`config.mk`:
```
export PLATFORM = sky130hd
export DESIGN_NAME = key_sched_seq
export DESIGN_NICKNAME = d
export VERILOG_FILES = /design/src/rtl/key_sched_seq.sv
export SDC_FILE = /design/constraint.sdc
export NUM_CORES = 1
export LEC_CHECK = 0
export ABC_AREA = 1
export BUFFER_PORTS_ARGS = -buffer_cell sky130_fd_sc_hd__buf_2
export CAP_MARGIN = 25
export CORE_MARGIN = 1
export CORE_UTILIZATION = 50
export DETAILED_ROUTE_END_ITERATION = 16
export GPL_ROUTABILITY_DRIVEN = 1
export PLACE_DENSITY = 0.78
export SLEW_MARGIN = 0
export SYNTH_ARGS = -nofsm -noshare
export SYNTH_HDL_FRONTEND = slang
export SYNTH_SLANG_ARGS = --single-unit
```
`constraint.sdc`:
```
create_clock -name clk -period 3.69 [get_ports clk]
set_input_delay 0.1845 -clock clk [delete_from_list [all_inputs] [get_ports clk]]
set_output_delay 0.1845 -clock clk [all_outputs]
set_load 0.01 [all_outputs]
```
`src/rtl/key_sched_seq.sv`:
```
// key_sched_seq: sequential round-key generator rotating {C,D} halves in forward or reverse round order
module key_sched_seq #(
  parameter int HALF_W = 28,
  parameter int ROUNDS = 16,
  parameter logic [ROUNDS-1:0] SHIFT1_MASK = 16'h8103
) (
  input  logic                       clk,
  input  logic                       rst_n,
  input  logic                       start,
  input  logic                       decrypt,
  input  logic                       abort,
  input  logic [2*HALF_W-1:0]        key_in,
  input  logic                       rk_ready,
  output logic                       rk_valid,
  output logic [2*HALF_W-1:0]        rk_out,
  output logic [$clog2(ROUNDS)-1:0]  rk_idx,
  output logic                       busy,
  output logic                       done
);
  localparam int IW = $clog2(ROUNDS);
  localparam logic [IW-1:0] LAST = IW'(ROUNDS - 1);

  function automatic int total_shift();
    int t = 0;
    for (int r = 0; r < ROUNDS; r++) t += SHIFT1_MASK[r] ? 1 : 2;
    return t;
  endfunction

  localparam int TOT = total_shift() % HALF_W;

  function automatic int sh(input logic [IW-1:0] r);
    return SHIFT1_MASK[r] ? 1 : 2;
  endfunction

  function automatic logic [HALF_W-1:0] rotl(input logic [HALF_W-1:0] x, input int n);
    return (x << n) | (x >> (HALF_W - n));
  endfunction

  function automatic logic [HALF_W-1:0] rotr(input logic [HALF_W-1:0] x, input int n);
    return (x >> n) | (x << (HALF_W - n));
  endfunction

  typedef enum logic [1:0] {IDLE, RUN, DONE} state_t;

  state_t            state, nxt;
  logic              dec, load, step, last;
  logic [HALF_W-1:0] c, d;
  logic [IW-1:0]     idx;

  // state register
  always_ff @(posedge clk or negedge rst_n)
    if (!rst_n) state <= IDLE;
    else state <= nxt;

  // next state: abort beats the handshake, start with abort is ignored
  always_comb begin
    last = dec ? (idx == '0) : (idx == LAST);
    load = state == IDLE && start && !abort;
    step = state == RUN && !abort && rk_ready;
    nxt  = state == DONE ? IDLE :
           load ? RUN :
           (state == RUN && abort) ? IDLE :
           (step && last) ? DONE : state;
  end

  // key halves and round index; decrypt starts from the fully rotated key and walks back
  always_ff @(posedge clk or negedge rst_n)
    if (!rst_n) begin
      c   <= '0;
      d   <= '0;
      idx <= '0;
      dec <= 1'b0;
    end else if (load) begin
      dec <= decrypt;
      idx <= decrypt ? LAST : '0;
      c   <= rotl(key_in[2*HALF_W-1:HALF_W], decrypt ? TOT : sh('0));
      d   <= rotl(key_in[HALF_W-1:0], decrypt ? TOT : sh('0));
    end else if (step && !last) begin
      idx <= dec ? idx - IW'(1) : idx + IW'(1);
      c   <= dec ? rotr(c, sh(idx)) : rotl(c, sh(idx + IW'(1)));
      d   <= dec ? rotr(d, sh(idx)) : rotl(d, sh(idx + IW'(1)));
    end

  assign rk_valid = state == RUN;
  assign busy     = state != IDLE;
  assign done     = state == DONE;
  assign rk_out   = {c, d};
  assign rk_idx   = idx;
endmodule

```
==> impl_metrics.json <==
{
  "ys_seq_area_share_pct": 24.0,
  "path_common_cell": "nand2_1",
  "pwr-share-seq_pct": 17.5,
  "crit_chain": "inv_1 > ha_1 > nand2_2 > o21ai_2 > nor2_4 > inv_2 > nand2_4 > clkinv_2 > buf_12 > nor2_1 > nand2_1 > nand2_1",
  "crit_path_max_incr_delay_ns": 0.53,
  "finClkSkew_ns": 0.00661,
  "routed_wl_mm": 18.0,
  "final_cells": 1468,
  "syn_inst": 1226,
  "avgRoutedWirePerCell_um": 12.3,
  "diodes": 0,
  "status": "completed",
  "grt_use_total_pct": 27.9,
  "num-nets-final": 1358,
  "hpwl_mm": 11.6,
  "core_area_um2": 12700,
  "p_comb_share_pct": 71.2,
  "synth_warnings": 0,
  "p_per_area_nw_per_um2": 1030,
  "p_int_mw": 3.40,
  "clkSinkCount": 63,
  "reg2reg_from": "rk_idx[1]",
  "relSlewSlack_pct": 34.9,
  "die_h_um": 117,
  "overflow": 0,
  "cts-root-buf": "clkbuf_16",
  "clk_latency_ns": 0.34,
  "worst_slew_pin_slew_ns": 0.977,
  "whs_ns": 0.150,
  "synth_top_cell_area_share_pct": 32.5,
  "final_antenna_net_count": 0,
  "die_x_um": 117,
  "rows": 41,
  "setup_tns_ns": 0,
  "grt_start_max_net_pins": 96,
  "antenna_found_initial": 0,
  "ys_seq_elements": 63,
  "fmax_mhz": 397,
  "grt_pass1_vias": 6590,
  "setup_viol": 0,
  "drt_pass1_iterations": 5,
  "drtIter0Drc": 643,
  "period_share_pct": 68.2,
  "vdd_ir_drop_max_v": 0.000500,
  "path_max_fanout": 43,
  "num-fill-cells": 1366,
  "switching_power_mw": 4.26,
  "ff2ff_path_depth": 12,
  "clkPwrFrac_pct": 11.2,
  "cts-hold-fix-buffers": 1,
  "final_util_pct": 58.6,
  "drive_gt1_share_pct": 15.9,
  "hold_depth": 3,
  "netlist_area_um2": 6560,
  "area_delta_synth_final_pct": 13.5,
  "cts_tree": "done",
  "avgSynthCellArea_um2": 5.35,
  "slew_viol_final": 0,
  "ios": 125,
  "h-tree-depth": 3,
  "dpl.cell_count": 1451,
  "via_per_inst": 5.16,
  "cts_buffers": 9,
  "required_ns": 3.97,
  "grt_pass1_wl_mm": 30.6,
  "critPathKind": "reg2reg",
  "arrival_ns": 2.79,
  "io_buffers": 124,
  "maxCapViolCount": 0,
  "rr_endpoint": "c[1]",
  "ys_top_cells_by_area": "nand2_1 33%, dfrtp_1 24%, nand3_1 17%, nor2_1 5.1%, inv_1 4.7%",
  "cts.reportedPaths.clkPinSlew_ns": 0.06,
  "hold_viol": 0,
  "finalCriticalPeriod_ns": 2.52,
  "netlist-cell-type-count": 30,
  "hold_class": "in2reg",
  "synth_nets": 1293,
  "p_leak_nw": 4.69,
  "yosys.area.top_type": "nand2_1",
  "place.gp.congestion": 0.857,
  "hp-start": "abort",
  "holdPathEnd": "state[1]",
  "die-area_um2": 13600,
  "swShare_pct": 55.6,
  "post-route-drc-count": 0,
  "post_cts_buffers": 0,
  "r2r_slack_ns": 1.17,
  "cp-start-kind": "flip-flop",
  "cp_slowest_cell": "dfrtp_1",
  "rsz0062_at_grt": "no",
  "worst_setup_path_end_kind": "flip-flop",
  "num_vias": 7575,
  "cts_resized": 0,
  "start_util_pct": 51.6,
  "cts_buffer_depth": 2
}
[sequential cells by signal, indices dropped and copies added, names as in the netlist]
| name | cells |
|---|---|
| c | 28 |
| d | 28 |
| rk_idx | 4 |
| state | 2 |
| dec | 1 |
[critical path: cells and delay by family, from the launching register on]
kind                       cells  cell delay, ns
AOI/OAI and AO/OA              1            0.08
adders and majority gates      1            0.21
buffers and inverters          4            1.07
DFF                            1            0.53
and+or+nand+nor                6            0.55
[logic make-up (layout without fill, tap and decap cells)]
group / Yosys count / after routing / synth area share, %
buf+inv: 215 / 285 / 14.0
fa+ha+maj: 5 / 5 / 0.953
xor+xnor: 2 / 2 / 0.267
simple gates: 921 / 921 / 58.8
flops: 63 / 63 / 24.0
compound gates: 20 / 20 / 1.93
[cell type report]
class                           instances  area [µm²]  share of cell area, %
Sequential cell                        63        1580                   21.2
Multi-Input combinational cell        948        4090                   55.0
Tap cell                              172         215                   2.89
Inverter                              129         485                   6.52
Clock buffer                           14         284                   3.81
Timing Repair Buffer                  140         781                   10.5
Clock inverter                          2        12.5                  0.168
[stage by stage]
stage | setup WS [ns] | instance area [µm²] | power [mW]
after floorplan | 1.80 | 6560 | 5.55
after global placement | 1.32 | 7140 | 6.64
after detailed placement | 1.22 | 7140 | 6.74
after CTS | 1.21 | 7450 | 7.63
after global routing | 0.940 | 7450 | 8.55
final | 1.17 | 7450 | 7.66
[power groups by stage]
| stage | Clock [mW] | Combinational [mW] | Sequential, mW |
|---|---|---|---|
| floorplan | 0 | 4.16 | 1.39 |
| CTS | 0.866 | 5.42 | 1.34 |
| global route | 0.900 | 6.26 | 1.39 |
| global placement | 0 | 5.30 | 1.34 |
| detailed placement | 0 | 5.39 | 1.34 |
| finish | 0.861 | 5.46 | 1.34 |
[layer usage]
metal | global-route usage, % | part of all wire [%] | vias up
li1 | - | - | 3883
met1 | 38.6 | 46 | 3335
met2 | 44.3 | 44 | 323
met3 | 4.41 | 7.4 | 34
met4 | 9.62 | 2.5 | 0
met5 | 0 | 0 | -
[cell usage after synthesis, drive strengths merged]
| library cell | instances |
|---|---|
| nor2 | 115 |
| a21boi | 1 |
| nand2 | 571 |
| o211ai | 2 |
| nand3 | 229 |
| buf | 61 |
| clkbuf | 25 |
| a21oi | 2 |
| a211oi | 3 |
| ha | 5 |
| nand4 | 5 |
| o21ai | 11 |
| inv | 97 |
| xor2 | 2 |
| clkinv | 32 |
| nand3b | 1 |
| dfrtp | 63 |
| a211o | 1 |
[how the worst max path moves through the flow]
| stage | from | end | slack (ns) |
|---|---|---|---|
| finish | rk_idx[1] | c[1] | 1.17 |
| global route | rk_idx[1] | c[3] | 0.94 |
| CTS | rk_idx[1] | c[1] | 1.21 |
| detailed placement | rk_idx[1] | c[1] | 1.22 |
| global placement | rk_idx[1] | d[19] | 1.32 |
| floorplan | rk_idx[1] | c[10] | 1.80 |
[cell usage in the layout (no fill, tap or decap), types with 2 or more instances in the layout]
cell,netlist,final
nand2_1,569,565
nand3_1,227,227
buf_2,36,124
nor2_1,89,89
inv_1,83,82
dfrtp_1,63,62
clkinv_1,32,33
nor2_2,24,24
inv_2,14,13
buf_4,8,12
clkbuf_16,0,9
o21ai_0,8,8
nand2_2,1,5
ha_1,5,5
nand4_1,4,4
clkbuf_8,0,4
a211oi_1,3,3
buf_12,0,3
nor2_4,2,2
nand3_2,2,2
clkinv_2,0,2
a21oi_1,2,2
xor2_1,2,2
o211ai_1,2,2
(Power assumes the default switching activity.)
